**config.mk**
```make
export PLATFORM = sky130hd
export DESIGN_NAME = cp0_timer_intc_flat
export DESIGN_NICKNAME = d
export VERILOG_FILES = /design/src/rtl/cp0_timer_intc_if.sv /design/src/rtl/cp0_timer_intc.sv /design/src/flat_wrapper.sv
export SDC_FILE = /design/constraint.sdc
export NUM_CORES = 1
export LEC_CHECK = 0
export ABC_AREA = 1
export BUFFER_PORTS_ARGS = -buffer_cell sky130_fd_sc_hd__buf_2
export CORE_MARGIN = 4
export CORE_UTILIZATION = 60
export DETAILED_ROUTE_END_ITERATION = 8
export HOLD_SLACK_MARGIN = 0.1
export PLACE_DENSITY = 0.93
export SLEW_MARGIN = 0
export SYNTH_ARGS = -nofsm -noshare
export SYNTH_HDL_FRONTEND = slang
export SYNTH_SLANG_ARGS = --single-unit
export TNS_END_PERCENT = 100
```
**constraint.sdc**
```tcl
create_clock -name clk -period 8.6 [get_ports clk]
set_input_delay 1.72 -clock clk [delete_from_list [all_inputs] [get_ports clk]]
set_output_delay 1.72 -clock clk [all_outputs]
set_load 0.01 [all_outputs]
```
**src/rtl/cp0_timer_intc_if.sv**
```systemverilog
// mtc0/mfc0 access port between cp0 (master) and the timer/interrupt unit (slave).
interface cp0_timer_intc_if;
    logic        wen;
    logic [4:0]  reg_num;
    logic [2:0]  sel;
    logic [31:0] reg_in;
    logic [31:0] reg_out;

    modport master (output wen, output reg_num, output sel, output reg_in, input reg_out);
    modport slave  (input wen, input reg_num, input sel, input reg_in, output reg_out);
endinterface

```
**src/rtl/cp0_timer_intc.sv**
```systemverilog
// CP0 Count/Compare timer with prescaler, multiple compare channels, hw-interrupt
// synchronisers and the Cause.IP / interrupt-pending view handed back to cp0.
module cp0_timer_intc #(
    parameter int unsigned COUNT_DIV   = 2,
    parameter int unsigned NUM_CMP     = 1,
    parameter int unsigned SYNC_STAGES = 2,
    parameter int unsigned TIMER_IP    = 7
) (
    input  logic               clk,
    input  logic               reset,
    cp0_timer_intc_if.slave    bus,
    input  logic               count_stop,
    input  logic [5:0]         hw_int,
    input  logic [1:0]         sw_ip,
    input  logic [7:0]         status_im,
    input  logic               status_ie,
    input  logic               status_exl,
    output logic [7:0]         cause_ip,
    output logic [NUM_CMP-1:0] timer_ti,
    output logic               int_pending
);
    localparam int unsigned    PW         = (COUNT_DIV > 1) ? $clog2(COUNT_DIV) : 1;
    localparam logic [PW-1:0]  PRESC_LAST = PW'(COUNT_DIV - 1);
    localparam logic [PW-1:0]  PRESC_ONE  = PW'(1);
    localparam logic [4:0]     REG_COUNT   = 5'd9;
    localparam logic [4:0]     REG_COMPARE = 5'd11;
    localparam logic [2:0]     TIP         = 3'(TIMER_IP);

    logic [PW-1:0]      presc_q, presc_d;
    logic [31:0]        count_q, count_d;
    logic [31:0]        cmp_q [NUM_CMP];
    logic [NUM_CMP-1:0] ti_q, ti_d, cmp_we;
    logic [5:0]         sync_q [SYNC_STAGES];
    logic               count_we, count_inc, count_upd;

    always_comb begin
        count_we  = bus.wen && (bus.reg_num == REG_COUNT) && (bus.sel == 3'd0);
        count_inc = !count_stop && (presc_q == PRESC_LAST);
        count_upd = count_we || count_inc;
        presc_d   = presc_q;
        count_d   = count_q;
        // A COUNT write restarts the prescaler phase and beats any same-cycle increment.
        if (count_we) begin
            count_d = bus.reg_in;
            presc_d = '0;
        end else if (count_inc) begin
            count_d = count_q + 32'd1;
            presc_d = '0;
        end else if (!count_stop) begin
            presc_d = presc_q + PRESC_ONE;
        end
    end

    always_comb begin
        cmp_we = '0;
        ti_d   = '0;
        for (int k = 0; k < int'(NUM_CMP); k++) begin
            cmp_we[k] = bus.wen && (bus.reg_num == REG_COMPARE) && (bus.sel == 3'(k));
            // Only a Count update can set a flag; a compare write always clears it.
            ti_d[k]   = cmp_we[k] ? 1'b0
                                  : (ti_q[k] | (count_upd && (count_d == cmp_q[k])));
        end
    end

    always_ff @(posedge clk) begin
        if (reset) begin
            presc_q <= '0;
            count_q <= '0;
            ti_q    <= '0;
            for (int k = 0; k < int'(NUM_CMP); k++) cmp_q[k] <= '1;
            for (int s = 0; s < int'(SYNC_STAGES); s++) sync_q[s] <= '0;
        end else begin
            presc_q <= presc_d;
            count_q <= count_d;
            ti_q    <= ti_d;
            for (int k = 0; k < int'(NUM_CMP); k++) begin
                if (cmp_we[k]) cmp_q[k] <= bus.reg_in;
            end
            sync_q[0] <= hw_int;
            for (int s = 1; s < int'(SYNC_STAGES); s++) sync_q[s] <= sync_q[s-1];
        end
    end

    always_comb begin
        bus.reg_out = '0;
        if ((bus.reg_num == REG_COUNT) && (bus.sel == 3'd0)) begin
            bus.reg_out = count_q;
        end else if (bus.reg_num == REG_COMPARE) begin
            for (int k = 0; k < int'(NUM_CMP); k++) begin
                if (bus.sel == 3'(k)) bus.reg_out = cmp_q[k];
            end
        end
    end

    always_comb begin
        cause_ip      = {sync_q[SYNC_STAGES-1], sw_ip};
        cause_ip[TIP] = cause_ip[TIP] | (|ti_q);
    end

    assign timer_ti    = ti_q;
    assign int_pending = status_ie & ~status_exl & (|(cause_ip & status_im));
endmodule
```
**src/flat_wrapper.sv**
```systemverilog
// flat-port wrapper written by rule: the top's interface ports become plain ports
module cp0_timer_intc_flat 
#(
    parameter int unsigned COUNT_DIV   = 2,
    parameter int unsigned NUM_CMP     = 1,
    parameter int unsigned SYNC_STAGES = 2,
    parameter int unsigned TIMER_IP    = 7
)
  (clk, reset, count_stop, hw_int, sw_ip, status_im, status_ie, status_exl, cause_ip, timer_ti, int_pending, bus_wen, bus_reg_num, bus_sel, bus_reg_in, bus_reg_out);
  cp0_timer_intc_if bus_i ();
  input  logic clk;
  input  logic reset;
  input  logic count_stop;
  input  logic [5:0] hw_int;
  input  logic [1:0] sw_ip;
  input  logic [7:0] status_im;
  input  logic status_ie;
  input  logic status_exl;
  output logic [7:0] cause_ip;
  output logic [NUM_CMP-1:0] timer_ti;
  output logic int_pending;
  input wire logic [$bits(bus_i.wen)-1:0] bus_wen;
  input wire logic [$bits(bus_i.reg_num)-1:0] bus_reg_num;
  input wire logic [$bits(bus_i.sel)-1:0] bus_sel;
  input wire logic [$bits(bus_i.reg_in)-1:0] bus_reg_in;
  output wire logic [$bits(bus_i.reg_out)-1:0] bus_reg_out;
  assign bus_i.wen = bus_wen;
  assign bus_i.reg_num = bus_reg_num;
  assign bus_i.sel = bus_sel;
  assign bus_i.reg_in = bus_reg_in;
  assign bus_reg_out = bus_i.reg_out;
  cp0_timer_intc #(.COUNT_DIV(COUNT_DIV), .NUM_CMP(NUM_CMP), .SYNC_STAGES(SYNC_STAGES), .TIMER_IP(TIMER_IP)) u_core (.clk(clk), .reset(reset), .bus(bus_i), .count_stop(count_stop), .hw_int(hw_int), .sw_ip(sw_ip), .status_im(status_im), .status_ie(status_ie), .status_exl(status_exl), .cause_ip(cause_ip), .timer_ti(timer_ti), .int_pending(int_pending));
endmodule
```
Word level (Yosys, flattened, before mapping):

Memory sizes are Yosys's and may differ from the RTL's.
Cells that the tools add are included.

* RAM bits: 44
* flip-flop bits (word level): 34
* bits of input ports: 62
* memories kept: 2
* output and inout port bits: 42
* logic and storage cells: 47

Memories
* u_core.cmp_q: depth 1, width 32, read ports 1, clocked after memory_dff 0, write ports 1, RTL line cp0_timer_intc.sv:31 `logic [31:0] cmp_q [NUM_CMP];`
* u_core.sync_q: depth 2, width 6, read ports 2, clocked after memory_dff 0, write ports 2, RTL line cp0_timer_intc.sv:33 `logic [5:0] sync_q [SYNC_STAGES];`

* equal/unequal tests: 3
* mux-type cells: 15
* add/sub/neg operators: 2
* bitwise logic cells: 8
* reduce and logical (&&, ||, !) cells: 14

Operator list (count)
* $mux W32: 6
* $add A32 B1 Y32 const B: 1
* $eq A32 B32 Y1: 1
* $reduce_or A32 Y1: 1
* $mux W6: 2
* $eq A5 B4 Y1 const B: 2
* $and A8 B8 Y8: 1
* $reduce_or A8 Y1: 1
* $logic_and A1 B1 Y1: 7
* $mux W1: 7
* $or A1 B1 Y1: 4
* $logic_not A3 Y1: 1
* $reduce_or A3 Y1: 1
* $and A1 B1 Y1: 2
* $reduce_or A2 Y1: 1
* $add A1 B1 Y1 const B: 1
* $logic_not A1 Y1: 1
* $logic_or A1 B1 Y1: 1
* $not A1 Y1: 1

Longest topological paths before layout:

Gate-level depths: netlist of the first run.

* word-level depth: 8
* gate-level depth with buffers: 18

Worst setup path before layout of the first run:

Ideal clock, no wire load.

* path kind: input -> output
* start: in bus_reg_num[2]
* end: out bus_reg_out[0]
* cell stages on the path: 6
* path buffers: 1
* required time: 6880 ps
* arrival time: 2635 ps
* setup slack: 4245 ps
* cells stage by stage: inv_1 > nand3_1 > nor2_2 > nand2_1 > clkbuf_1 > o22ai_1

* cells in the longest elaborated chain, start to end: 3
* elaborated cells between the ends (all ways): 5

RTL lines
* start: declaration: RTL line flat_wrapper.sv:23 `input wire logic [$bits(bus_i.reg_num)-1:0] bus_reg_num;`
* $eq A5 B4 Y1 (on tied branches): RTL line cp0_timer_intc.sv:88, cp0_timer_intc.sv:86
* $mux W32 / $logic_and A1 B1 Y1 (equally long branches): RTL line cp0_timer_intc.sv:88, cp0_timer_intc.sv:86
* $mux W32 (*): RTL line cp0_timer_intc.sv:86 `if ((bus.reg_num == REG_COUNT) && (bus.sel == 3'd0)) begin`
* end: declaration: RTL line flat_wrapper.sv:26 `output wire logic [$bits(bus_i.reg_out)-1:0] bus_reg_out;`

Every way passes the cells marked *; elsewhere a longest branch is shown, timed or not.

Worst setup path in the final report of the first run:

* start: in bus_sel[1]
* end: out bus_reg_out[27]

* cells in the longest elaborated chain, start to end: 4
* elaborated cells between the ends (all ways): 5

RTL lines
* start: declaration: RTL line flat_wrapper.sv:24 `input wire logic [$bits(bus_i.sel)-1:0] bus_sel;`
* $logic_not A3 Y1 (*): RTL line cp0_timer_intc.sv:86, cp0_timer_intc.sv:90
* $mux W32: RTL line cp0_timer_intc.sv:90 `if (bus.sel == 3'(k)) bus.reg_out = cmp_q[k];`
* $mux W32: RTL line cp0_timer_intc.sv:88 `end else if (bus.reg_num == REG_COMPARE) begin`
* $mux W32 (*): RTL line cp0_timer_intc.sv:86

Marks and branches as above.

==> results of run 1 <==
## through the flow
stage                     worst slack [ns]  util, %  std cells  area, sq um  power (mW)
after floorplan                       4.25        -        815         5100       0.447
after global placement                3.41     67.9        997         5610       0.471
after detailed placement              3.29     67.9        997         5610       0.473
after CTS                             3.28     70.1       1013         5790       0.728
after global routing                  3.05     70.1       1013         5790       0.752
final                                 3.28     70.1       1013         5790       0.727
## tightest hold or removal path, cell delays in order (launching register included)
cell,delay [ns]
dfxtp_1,0.30
inv_1,0.04
nor2_1,0.03
## sequential cells by signal, summed over array words and instances, names as in the netlist
register,flops
u_core.cmp_q,32
u_core.count_q,32
u_core.presc_q,1
u_core.sync_q,12
u_core.timer_ti,1
## where the power goes
part | leakage, nW | switching, mW | internal [mW] | total, mW
logic | 2.02 | 0.0384 | 0.0240 | 0.0624
clock network | 0.0915 | 0.154 | 0.109 | 0.263
registers | 0.696 | 0.00665 | 0.396 | 0.402
## final cells by class
type,instances,share of cell area (%)
multi-input combinational,577,44.3
sequential,78,32.5
timing repair buffer,106,9.30
inverter,131,8.50
tap,105,2.27
clock buffer,9,2.14
clock inverter,7,0.951
## worst min path at each step
stage,end,slack [ns],cells after the start
3_5_place_dp,u_core.sync_q[0][11],0.40,2
4_1_cts,u_core.sync_q[0][11],0.41,2
2_1_floorplan,u_core.sync_q[0][10],0.39,2
6_report,u_core.sync_q[0][6],0.41,2
5_1_grt,u_core.sync_q[0][8],0.43,2
3_3_place_gp,u_core.sync_q[0][11],0.39,2
## per-layer routing
layer / up-vias / track usage (%) / wire (um) / part of all wire [%]
met5: - / 0 / 0 / 0
met2: 260 / 43.1 / 6120 / 45
met1: 2371 / 37.5 / 5710 / 42
li1: 2715 / - / - / -
met4: 0 / 10.8 / 417 / 3.1
met3: 36 / 3.89 / 1260 / 9.3
## kinds of logic after synthesis
group,count (synthesis)
XOR/XNOR,1
flip-flops,78
AND/OR/NAND/NOR,523
adder cells (fa/ha/maj),1
buffers and inverters,160
AO/OA/AOI/OAI,52
## cells in the final DEF (no fill, tap or decap), types with 2 or more instances in the layout
master	synthesis	routed
nand3_2	2	2
o21ai_0	6	6
edfxtp_1	32	32
dfxtp_1	46	46
nor2_2	8	8
nand3_1	81	81
nor2_4	6	6
nand2_1	317	317
o22ai_1	31	31
nand2_2	4	4
inv_1	127	127
buf_2	2	103
inv_4	0	2
clkbuf_8	0	9
nand4_1	14	14
buf_4	10	3
nor2_1	84	84
inv_2	4	4
a21oi_1	9	9
inv_6	0	3
==> run metrics, run 1 <==
outcome complete, no violations; number of hold-repair buffers added at the cts stage 0; global-route usage over all layers 27.2%; total number of cells along the worst setup path 5; largest net degree at the start of global routing 48; cells along the critical path buf_2, nor3_4, nand2_1, o22ai_1, buf_2; die area 10000 sq um; die span in x 100 um; Setup crit end bus_reg_out[27]; power per unit of standard cell area 126 nW/um^2; first element of the critical path bus_sel[1]; element type at the critical path end primary output; Rows 33; slowest stage cell on the critical path nand2_1; hold path startpoint u_core.sync_q[0][0]; highest achievable clock rate 188 MHz; reg-to-reg setup timing slack 6.19 ns; net count after synthesis 878; area share of the leading cell type in the synthesized netlist 23.3%; net count reported at finish between 900 and 1000; clock insertion delay at the later pin of the skew report around 0.36 ns; TritonCTS clock tree done; IR Drop Worst-Case VDD 98.3 uV; number of setup buffers added after CTS 0; number of enable-type register cells in the synthesized netlist 32; antenna diode count 0; capture point of the worst reg-to-reg path u_core.timer_ti; combined area of all synthesized cells 5100 sq um; final RePlAce weighted congestion 0.943; synth cell count leaders 317 x nand2_1, 127 x inv_1, 84 x nor2_1, 81 x nand3_1, 46 x dfxtp_1; number of sinks handled by clock tree synthesis 78; worst rel slew slack between 20% and 30%; CP arrival 3.60 ns; Critical R2R Launch u_core.count_q[0]; most prevalent standard cell on the critical path buf_2; max capacitance violation total 0; time the worst path needs with I/O delays and setup 5.32 ns; count of routing violations after the opening detailed-route iteration 447; cell leakage power 2.81 nW; clock buffer count from CTS 9; CP Class in -> out; per-cell via count in the routed design approximately 5.3; Buffers & Inverters on Critical Path 2; starting density of the core between 60% and 70%; maximum number of buffers from clock root to sink 2; DRC violations left 0; post-DP HPWL 9890 um; Die Ht about 100 um; adder-cell area share of the yosys netlist less than 1%; Final Routed Wirelength 13500 um; length in cells of the worst reg-to-reg path 16; crit-path leading delay family simple AND/OR/NAND/NOR gates; GR Overflow Total 0; largest fanout on the critical path 32; number of gates resized after CTS 0; largest family of logic cells by synthesized area simple AND/OR/NAND/NOR gates; largest stage delay on the critical path between 0.7 and 0.8 ns; post-synthesis share of cell area spent on and, or, nand and nor gates approximately 43%; clk_skew 0.00901 ns; total negative setup slack 0 ns; Crit path required time 6.88 ns; final setup violation count 0; number of inserted filler cells in the final layout approximately 740; xor and xnor area share after synthesis 0.172%; vias in the first global route 4869; final slew viol count 0; multi-input logic area 2570 sq um; sequential-to-total area share from yosys stat between 30% and 40%; cell with the most instances after synthesis nand2_1; fraction of registers with async set or reset after synthesis 0%; global-route wire length before repair about 22000 um; count of cell types in the netlist 34; critical path startpoint category primary input; count of nets left with antenna violations after detail routing 0; gate count of the mapped netlist 815; mean instance size in the synthesized netlist 6.26 sq um; number of synthesized register bits 78; Worst-path clk slew 0.09 ns; routed vias 5382; warning count from the yosys run 0; share of final-layout standard cells stronger than drive strength 1 16.7%; Synth area leader nand2_1; first-pass detailed-route iteration total 5; period utilization 61.8%; number of I/O port buffers about 100; sequential cell area in the final layout around 1900 sq um; Synth area leaders nand2_1 23%, edfxtp_1 19%, dfxtp_1 18%; Hold Crit Class reg -> reg; final routed wire length divided by cell count 13.3 um; initial antenna violation count 0; multiplexer share of the synthesized area 0%; root buffer cell clkbuf_8; most common flop cell mapped by yosys dfxtp_1; transition time of the tightest slew-check pin 1.17 ns; unrepaired setup endpoints after global routing no; count of endpoints failing hold in the final timing report 0; CTS H-tree depth 3; final hold slack slightly above 0.4 ns; count of pins on the block boundary 104; post-synthesis compound-gate area fraction 6.23%; synthesis-to-layout area growth 13.4%; core region area 8260 sq um
No activity file was read; power rests on OpenSTA's default activity.
==> inputs of run 2 (changes only) <==
--- a/config.mk
+++ b/config.mk
@@ -8,10 +8,10 @@
 export ABC_AREA = 1
 export BUFFER_PORTS_ARGS = -buffer_cell sky130_fd_sc_hd__buf_2
 export CORE_MARGIN = 4
-export CORE_UTILIZATION = 60
+export CORE_UTILIZATION = 50
 export DETAILED_ROUTE_END_ITERATION = 8
 export HOLD_SLACK_MARGIN = 0.1
-export PLACE_DENSITY = 0.93
+export PLACE_DENSITY = 0.84
 export SLEW_MARGIN = 0
 export SYNTH_ARGS = -nofsm -noshare
 export SYNTH_HDL_FRONTEND = slang
==> constraint.sdc (replaced) <==
create_clock -name clk -period 4.5 [get_ports clk]
set_input_delay 0.9 -clock clk [delete_from_list [all_inputs] [get_ports clk]]
set_output_delay 0.9 -clock clk [all_outputs]
set_load 0.01 [all_outputs]
==> run 2 against run 1 <==
Effect of this change: critical path depth is 1 higher; sequential power grew 91%; final area increased by 1.1%; sequential share of layout area fell by 0.35 points; sequential cell count unchanged; worst setup slack lost 2.3 ns; die area rose by 18%.
==> run metrics, run 2 (synthesized netlist as in run 1, its figures left out) <==
first element of the critical path bus_sel[1]; most frequent cells in the layout 317 x nand2_1, 127 x inv_1, 103 x buf_2; net count reported at finish 969; initial antenna violation count 0; transition time of the tightest slew-check pin 0.974 ns; IR Drop Worst-Case VDD 134 uV; final RePlAce weighted congestion 0.935; count of endpoints failing hold in the final timing report 0; unrepaired setup endpoints after global routing no; overall power after layout 1.41 mW; time the worst path needs with I/O delays and setup 3.50 ns; cells along the critical path buf_2, nor3_4, nand2_1, buf_4, o22ai_1, buf_2; first-pass detailed-route iteration total 6; vias in the first global route 4966; reg-to-reg setup timing slack ~2.1 ns; slowest stage cell on the critical path nand2_1; TritonCTS clock tree done; number of setup buffers added after CTS 0; outcome complete, no violations; total number of cells along the worst setup path 6; max capacitance violation total 0; Rows 36; period utilization between 70 and 80%; GR Overflow Total 0; largest stage delay on the critical path 0.48 ns; clk_skew roughly 0.010 ns; Worst-path clk slew 0.10 ns; placed cells between 1000 and 1500; die span in x ~110 um; critical path startpoint category primary input; routed vias between 5000 and 6000; root buffer cell clkbuf_8; Net Sw Frac 28.0%; Die Ht between 100 and 150 um; number of gates resized after CTS 0; DRC violations left 0; global-route wire length before repair 22600 um; count of pins on the block boundary 104; worst rel slew slack 35.1%; Final Routed Wirelength 14000 um; largest net degree at the start of global routing 48; count of non-filler cells in the finished layout between 1000 and 1500; die area 11900 sq um; Hold Crit Class reg -> reg; antenna diode count 0; most prevalent standard cell on the critical path buf_2; count of routing violations after the opening detailed-route iteration 375; cell leakage power 2.83 nW; total negative setup slack 0 ns; maximum number of buffers from clock root to sink 2; post-DP HPWL about 10000 um; clock insertion delay at the later pin of the skew report 0.37 ns; CP arrival 2.60 ns; highest achievable clock rate 286 MHz; final routed wire length divided by cell count 13.4 um; CTS H-tree depth 3; Buffers & Inverters on Critical Path 3; final setup violation count 0; clock buffer count from CTS 9; length in cells of the worst reg-to-reg path 17; largest registers ranked by flip-flop count u_core.cmp_q: 32 flops, u_core.count_q: 32 flops, u_core.sync_q: 12 flops; global-route usage over all layers 24.2%; proportion of power drawn by combinational gates 8.5%; Critical R2R Launch u_core.count_q[0]; portion of total power attributed to the clock network 37.0%; starting density of the core 51.7%; synthesis-to-layout area growth 14.7%; Psw 0.395 mW; number of I/O port buffers 103; core region area 9860 sq um; CP Class in -> out; Setup crit end bus_reg_out[0]; Crit path required time 3.60 ns; power per unit of standard cell area 241 nW/um^2; crit-path leading delay family simple AND/OR/NAND/NOR gates; Int Power about 1 mW; final slew viol count 0; Min-Delay Path Depth 2; per-cell via count in the routed design between 5 and 6; number of sinks handled by clock tree synthesis 78; most common cell after layout, fill and taps aside nand2_1; Sequential Power Share 54.5%; capture point of the worst reg-to-reg path u_core.timer_ti; share of final-layout standard cells stronger than drive strength 1 17.0%; count of nets left with antenna violations after detail routing 0; element type at the critical path end primary output; largest fanout on the critical path 17; number of hold-repair buffers added at the cts stage 0
-- run 2: cell count changes in the layout (fill, tap and decap cells not counted) --
| cell | before | now |
|---|---|---|
| clkinvlp_4 | 1 | 0 |
| buf_4 | 3 | 6 |
| inv_4 | 2 | 1 |
| inv_6 | 3 | 4 |
| inv_8 | 0 | 1 |
-- run 2: worst min path at each step --
stage | startpoint | to | slack (ns)
finish | u_core.sync_q[0][0] | u_core.sync_q[0][6] | 0.41
global route | u_core.sync_q[0][2] | u_core.sync_q[0][8] | 0.43
CTS | u_core.sync_q[0][0] | u_core.sync_q[0][6] | 0.41
detailed placement | u_core.sync_q[0][0] | u_core.sync_q[0][6] | 0.39
global placement | u_core.sync_q[0][1] | u_core.sync_q[0][7] | 0.39
floorplan | u_core.sync_q[0][4] | u_core.sync_q[0][10] | 0.39
-- run 2: worst register-to-register path, delay by kind of cell, from the launching register on --
kind / cells / cell delay [ns]
buffers and inverters: 1 / 0.08
adders and majority gates: 1 / 0.23
and+or+nand+nor: 14 / 1.43
AOI/OAI and AO/OA: 1 / 0.11
DFF: 1 / 0.45
-- run 2: cell type report --
| cell class | instances | area (sq um) |
|---|---|---|
| clock inverter | 7 | 61.3 |
| timing repair buffer | 109 | 561 |
| fill | 956 | 4010 |
| multi-input combinational | 577 | 2570 |
| tap | 133 | 166 |
| sequential | 78 | 1880 |
| inverter | 131 | 492 |
| clock buffer | 9 | 124 |
-- run 2: metal layers --
layer  share of wire (%)  GRT usage, %
met3                 8.7          4.80
met1                  42          30.4
met4                 3.0          11.0
met2                  47          40.2
met5                   0             0
-- run 2: power by group through the flow --
stage	clock, mW	combinational (mW)	sequential [mW]
after global routing	0.555	0.138	0.772
after CTS	0.526	0.121	0.769
after detailed placement	0	0.120	0.785
after global placement	0	0.118	0.784
final	0.522	0.120	0.769
after floorplan	0	0.0717	0.782
-- run 2: per-stage QoR --
step,hold WS [ns],util [%],cell area (sq um),setup WS (ns)
2_1_floorplan,0.388,-,5100,1.07
3_3_place_gp,0.390,57.4,5670,1.06
3_5_place_dp,0.393,57.4,5670,1.03
4_1_cts,0.407,59.3,5850,1.03
5_1_grt,0.435,59.3,5850,0.848
6_report,0.406,59.3,5850,1.00
